<file path="src/rtl/microseq_controller.sv">
// Microprogram sequencer: next control-address selection for the CAR,
// one-level subroutine register and a start/run/halt gate with stall.
module microseq_controller #(
  parameter int ADDR_W     = 7,
  parameter int OP_W       = 4,
  parameter int MAP_SHIFT  = 2,
  parameter int FETCH_ADDR = 64
) (
  input  logic              clk,
  input  logic              rst,
  input  logic              start,
  input  logic              stall,
  input  logic              halt_uop,
  input  logic [1:0]        br,
  input  logic [1:0]        cd,
  input  logic [ADDR_W-1:0] ad,
  input  logic [OP_W-1:0]   opcode,
  input  logic              cond_i,
  input  logic              ac_sign,
  input  logic              ac_zero,
  output logic [ADDR_W-1:0] car,
  output logic              running,
  output logic              halted,
  output logic              advance
);

  typedef enum logic [1:0] {
    IDLE = 2'd0,
    RUN  = 2'd1,
    HALT = 2'd2
  } state_t;

  localparam logic [1:0] BR_JMP  = 2'b00;
  localparam logic [1:0] BR_CALL = 2'b01;
  localparam logic [1:0] BR_RET  = 2'b10;
  localparam logic [1:0] BR_MAP  = 2'b11;

  localparam logic [ADDR_W-1:0] FETCH = ADDR_W'(FETCH_ADDR);

  state_t            state, state_n;
  logic [ADDR_W-1:0] sbr, sbr_n, car_n;
  logic [ADDR_W-1:0] car_inc, map_addr;
  logic              c;

  assign car_inc  = car + ADDR_W'(1);
  assign map_addr = ADDR_W'(opcode) << MAP_SHIFT;

  always_comb begin
    c = 1'b1;
    unique case (cd)
      2'b00: c = 1'b1;
      2'b01: c = cond_i;
      2'b10: c = ac_sign;
      2'b11: c = ac_zero;
    endcase
  end

  always_comb begin
    state_n = state;
    car_n   = car;
    sbr_n   = sbr;
    unique case (state)
      IDLE, HALT: begin
        if (start) begin
          state_n = RUN;
          car_n   = FETCH;
        end
      end
      RUN: begin
        // Halt leaves car on the HALT microinstruction itself
        if (!stall && halt_uop) begin
          state_n = HALT;
        end else if (!stall) begin
          unique case (br)
            BR_JMP:  car_n = c ? ad : car_inc;
            BR_CALL: begin
              car_n = c ? ad : car_inc;
              if (c) sbr_n = car_inc;
            end
            BR_RET:  car_n = sbr;
            BR_MAP:  car_n = map_addr;
          endcase
        end
      end
      default: state_n = IDLE;
    endcase
  end

  always_ff @(posedge clk) begin
    if (rst) begin
      state <= IDLE;
      car   <= '0;
      sbr   <= '0;
    end else begin
      state <= state_n;
      car   <= car_n;
      sbr   <= sbr_n;
    end
  end

  assign running = (state == RUN);
  assign halted  = (state == HALT);
  assign advance = running & ~stall;

endmodule
</file>
<file path="config.mk">
export PLATFORM = sky130hd
export DESIGN_NAME = microseq_controller
export DESIGN_NICKNAME = d
export VERILOG_FILES = /design/src/rtl/microseq_controller.sv
export SDC_FILE = /design/constraint.sdc
export NUM_CORES = 1
export LEC_CHECK = 0
export CORE_UTILIZATION = 39
export DETAILED_ROUTE_END_ITERATION = 10
export PLACE_DENSITY = 0.74
export SLEW_MARGIN = 20
export SYNTH_ARGS = -nofsm -noshare
export SYNTH_HDL_FRONTEND = slang
export SYNTH_SLANG_ARGS = --single-unit
</file>
<file path="constraint.sdc">
create_clock -name clk -period 1.9 [get_ports clk]
set_clock_uncertainty 0.1 [all_clocks]
set_input_delay 0.19 -clock clk [delete_from_list [all_inputs] [get_ports clk]]
set_output_delay 0.19 -clock clk [all_outputs]
set_load 0.02 [all_outputs]
</file>
==> qor.tcl, run 1 <==
set qor(status) {complete, no violations}
set qor(clock_tree.root_cell) {sky130_fd_sc_hd__clkbuf_4}
set qor(class_of_the_worst_hold_path) {input pin to flop}
set qor(arrival_ps) 1890
set qor(grt_usage) 0.1999
set qor(cts-htree-levels) 1
set qor(die_width_um) 50.86
set qor(cellLeakagePower_nw) 0.5212
set qor(fill_cell_total_of_the_finished_layout) 201
set qor(synthCells) 106
set qor(fraction_of_final_layout_cells_with_drive_strength_greater_than_1) 0.1689
set qor(synthFlopType) {sky130_fd_sc_hd__dfxtp_1}
set qor(crit_path_start_kind) {input pin}
set qor(relative_contribution_of_the_clock_network_to_total_power) 0.307
set qor(synth.lib_cells_used.distinct) 34
set qor(drc) 0
set qor(grt_pass1_wl_um) 3801
set qor(cts_sinks) 16
set qor(worst-slew-pin-transition_ps) 366.2
set qor(antenna_found_initial) 0
set qor(cellInternalPower_mw) 0.5543
set qor(period_minus_ws_final_ps) 1801
set qor(final-seq-area_sq_um) 321.6
set qor(layout.cell_area.non_filler_sq_um) 1398
set qor(number_of_global_route_vias_before_repair) 922
set qor(period_share) 0.9479
set qor(synth.cell_area_sq_um) 930.9
set qor(final_setup_violation_count) 0
set qor(core_sq_um) 2233
set qor(worstHoldEndpoint) {state[0]}
set qor(setup.worst_path.class) {input pin to flop}
set qor(postSynthNetCount) 130
set qor(dp_hpwl_um) 1894
set qor(vdd.ir_drop.worst_mv) 0.4545
set qor(reg2reg_from) {state[1]}
set qor(worstSkewPairLatency_ps) 290
set qor(antenna_cells_inserted) 0
set qor(synth_async_sr_flop_share) 0
set qor(fin_hold_ws_ps) 243.7
set qor(placementRows) 17
set qor(ff2ff_path_depth) 5
set qor(hold_depth) 3
set qor(critPathRequiredTime_ps) 1990
set qor(multi_input_comb_area_sq_um) 574.3
set qor(finalWeightedCongestion) 0.8209
set qor(fmaxAchievable_mhz) 555.3
set qor(hold_path.startpoint) {stall}
set qor(finalCoreUtilization) 0.6258
set qor(avgSynthCellArea_sq_um) 8.782
set qor(ys_seq_elements) 16
set qor(critPathMaxFanout) 6
set qor(detailedRoute.firstPassIterationCount) 4
set qor(relSlewSlack) 0.7489
set qor(floorplan.die.height_um) 50.86
set qor(numPortBuffers) 32
set qor(ant_nets) 0
set qor(synth_to_final_area_change_pct) 50.13
set qor(finalHoldViolCount) 0
set qor(setup.reg_to_reg.worst_slack_ps) 140
set qor(vias) 947
set qor(fp.dieArea_sq_um) 2586
set qor(gr-total-overflow) 0
set qor(routed_wirelength_um) 2464
set qor(power_frac_comb) 0.221
set qor(place_area_sq_um) 1353
set qor(clk_pin_slew_worst_paths_ps) 100
set qor(slew_viol_final) 0
set qor(seq_power_share) 0.472
set qor(synth-edff-count) 0
set qor(power_switching_mw) 0.1893
set qor(cts_hold_repair.buffers) 0
set qor(tns_ps) 0
set qor(fin_total_pwr_mw) 0.7436
set qor(via_density_per_instance) 5.381
set qor(maximum_number_of_pins_on_one_net_before_global_route_repair) 15
set qor(nNetsFinal) 173
set qor(reg2reg_to) {sbr[3]}
set qor(ctsLongestPathBuffers) 2
set qor(ios) 33
set qor(yosysSeqAreaShare) 0.3441
set qor(avgRoutedWirePerCell_um) 14.00
set qor(synth.yosys.warnings) 0
set qor(setup.worst_path.end_class) {flop}
set qor(p_sw_frac) 0.2545
set qor(drv_cap) 0
set qor(timing.critical_path.from) {halt_uop}
set qor(cts_tree) {yes}
set qor(cell_area_power_density_nw_per_um2) 532.1
set qor(detail_route.iter0.violations) 31
set qor(tritoncts.num_buffers) 3
set qor(start_util) 0.4168
-- sequential cells by signal, summed over array words and instances, names as in the netlist --
name / cells
state: 2
car: 7
sbr: 7
-- layer usage --
metal | track usage | vias to the layer above | wire length [um]
li1 | - | 475 | -
met4 | 0.09259 | 0 | 63
met3 | 0.03274 | 10 | 142
met2 | 0.3844 | 35 | 1246
met5 | 0 | - | 0
met1 | 0.2084 | 427 | 1011
-- cell usage after synthesis, types with 2 or more instances --
cell type	count	area (sq um)
sky130_fd_sc_hd__nand2b_1	3	18.77
sky130_fd_sc_hd__a22oi_1	5	37.54
sky130_fd_sc_hd__nand3_1	3	15.01
sky130_fd_sc_hd__nand2_1	4	15.01
sky130_fd_sc_hd__nor2_1	12	45.04
sky130_fd_sc_hd__xnor2_1	4	35.03
sky130_fd_sc_hd__clkbuf_1	4	15.01
sky130_fd_sc_hd__nor3b_1	2	15.01
sky130_fd_sc_hd__a21oi_1	3	15.01
sky130_fd_sc_hd__mux2i_1	9	90.09
sky130_fd_sc_hd__o22ai_1	4	25.02
sky130_fd_sc_hd__dfxtp_1	16	320.3
sky130_fd_sc_hd__mux2_2	4	45.04
sky130_fd_sc_hd__inv_1	5	18.77
sky130_fd_sc_hd__nor3_1	4	20.02
sky130_fd_sc_hd__a32oi_1	2	17.52
sky130_fd_sc_hd__nor2b_1	3	18.77
sky130_fd_sc_hd__a211oi_1	3	22.52
-- power by group through the flow --
| stage | clock [mW] | sequential [mW] | combinational (mW) |
|---|---|---|---|
| final | 0.228 | 0.351 | 0.165 |
| after global routing | 0.253 | 0.352 | 0.176 |
| after CTS | 0.231 | 0.350 | 0.164 |
| after detailed placement | 0 | 0.358 | 0.164 |
| after global placement | 0 | 0.357 | 0.161 |
| after floorplan | 0 | 0.360 | 0.0708 |
-- placed cells by master (no fill, tap or decap), drive strengths merged --
cell           count
nor3               4
buf               12
a211o              1
inv                5
o32ai              1
o21a               1
a22oi              5
ha                 1
nand4              1
o221ai             1
clkdlybuf4s50     30
a21oi              3
nand3              3
o21ai              1
nand2b             3
nor2b              3
nor2              12
nor4b              1
o22ai              4
a2111oi            1
nor3b              2
a32oi              2
a211oi             3
and2b              1
mux2i              9
clkbuf             4
and2               2
a31o               1
xnor2              4
mux2               4
or4b               1
dlymetal6s2s       1
nand2              4
dlygate4sd2        1
dfxtp             16
-- metrics by stage --
stage,instances,setup WS [ps]
floorplan,106,4.770
global placement,172,-249.7
detailed placement,172,-257.7
CTS,176,40.55
global route,176,-3.012
finish,176,99.07
-- worst max-delay path, cell delays in order --
cell                              delay, ps
sky130_fd_sc_hd__clkdlybuf4s50_1        440
sky130_fd_sc_hd__or4b_4                 580
sky130_fd_sc_hd__a2111oi_4              240
sky130_fd_sc_hd__buf_4                  210
sky130_fd_sc_hd__mux2i_1                180
sky130_fd_sc_hd__nor2_1                  50
-- final cells by class --
| class | count | share of cell area |
|---|---|---|
| clock buffers | 4 | 0.02596 |
| inverters | 5 | 0.01343 |
| multi-input cells | 79 | 0.4109 |
| flip-flops and latches | 16 | 0.2301 |
| well taps | 28 | 0.02507 |
| repair buffers | 44 | 0.2945 |
-- what timing repair did --
item,CTS,global route
cloned,0,0
resized for setup,1,4
setup endpoints to repair,1,12
setup buffers,0,0
-- how the worst max path moves through the flow --
stage	to	slack (ps)	cells after the start
floorplan	sbr[0]	5	5
global placement	sbr[3]	-250	6
detailed placement	sbr[4]	-260	6
CTS	sbr[6]	40	6
global route	sbr[6]	-3	6
finish	sbr[3]	100	6
-- cells by family (layout without fill, tap and decap cells) --
| group | after synthesis | count (layout) | synth area share |
|---|---|---|---|
| simple gates | 37 | 37 | 0.2070 |
| compound gates | 24 | 24 | 0.2070 |
| flops | 16 | 16 | 0.3441 |
| mux | 13 | 13 | 0.1452 |
| buf+inv | 11 | 53 | 0.04569 |
| xor+xnor | 4 | 4 | 0.03763 |
| fa+ha+maj | 1 | 1 | 0.01344 |
No activity file was read; power rests on OpenSTA's default activity.
==> run 2, diff against run 1 <==
Settings changed: GPL_TIMING_DRIVEN from default to 1.
==> results of run 2 <==
No change in the layout: final DEF, timing and power equal those of run 1.
==> run 3, diff against run 2 <==
Settings changed: MAX_ROUTING_LAYER from default to met4.
==> results of run 3 <==
No change in the layout: final DEF, timing and power equal those of run 1.
Among the figures that moved: final weighted congestion in routability-driven placement 0.8209 -> 0.8332; via count of the first global-routing pass 922 -> 921; overall routing resource usage 0.1999 -> 0.2053
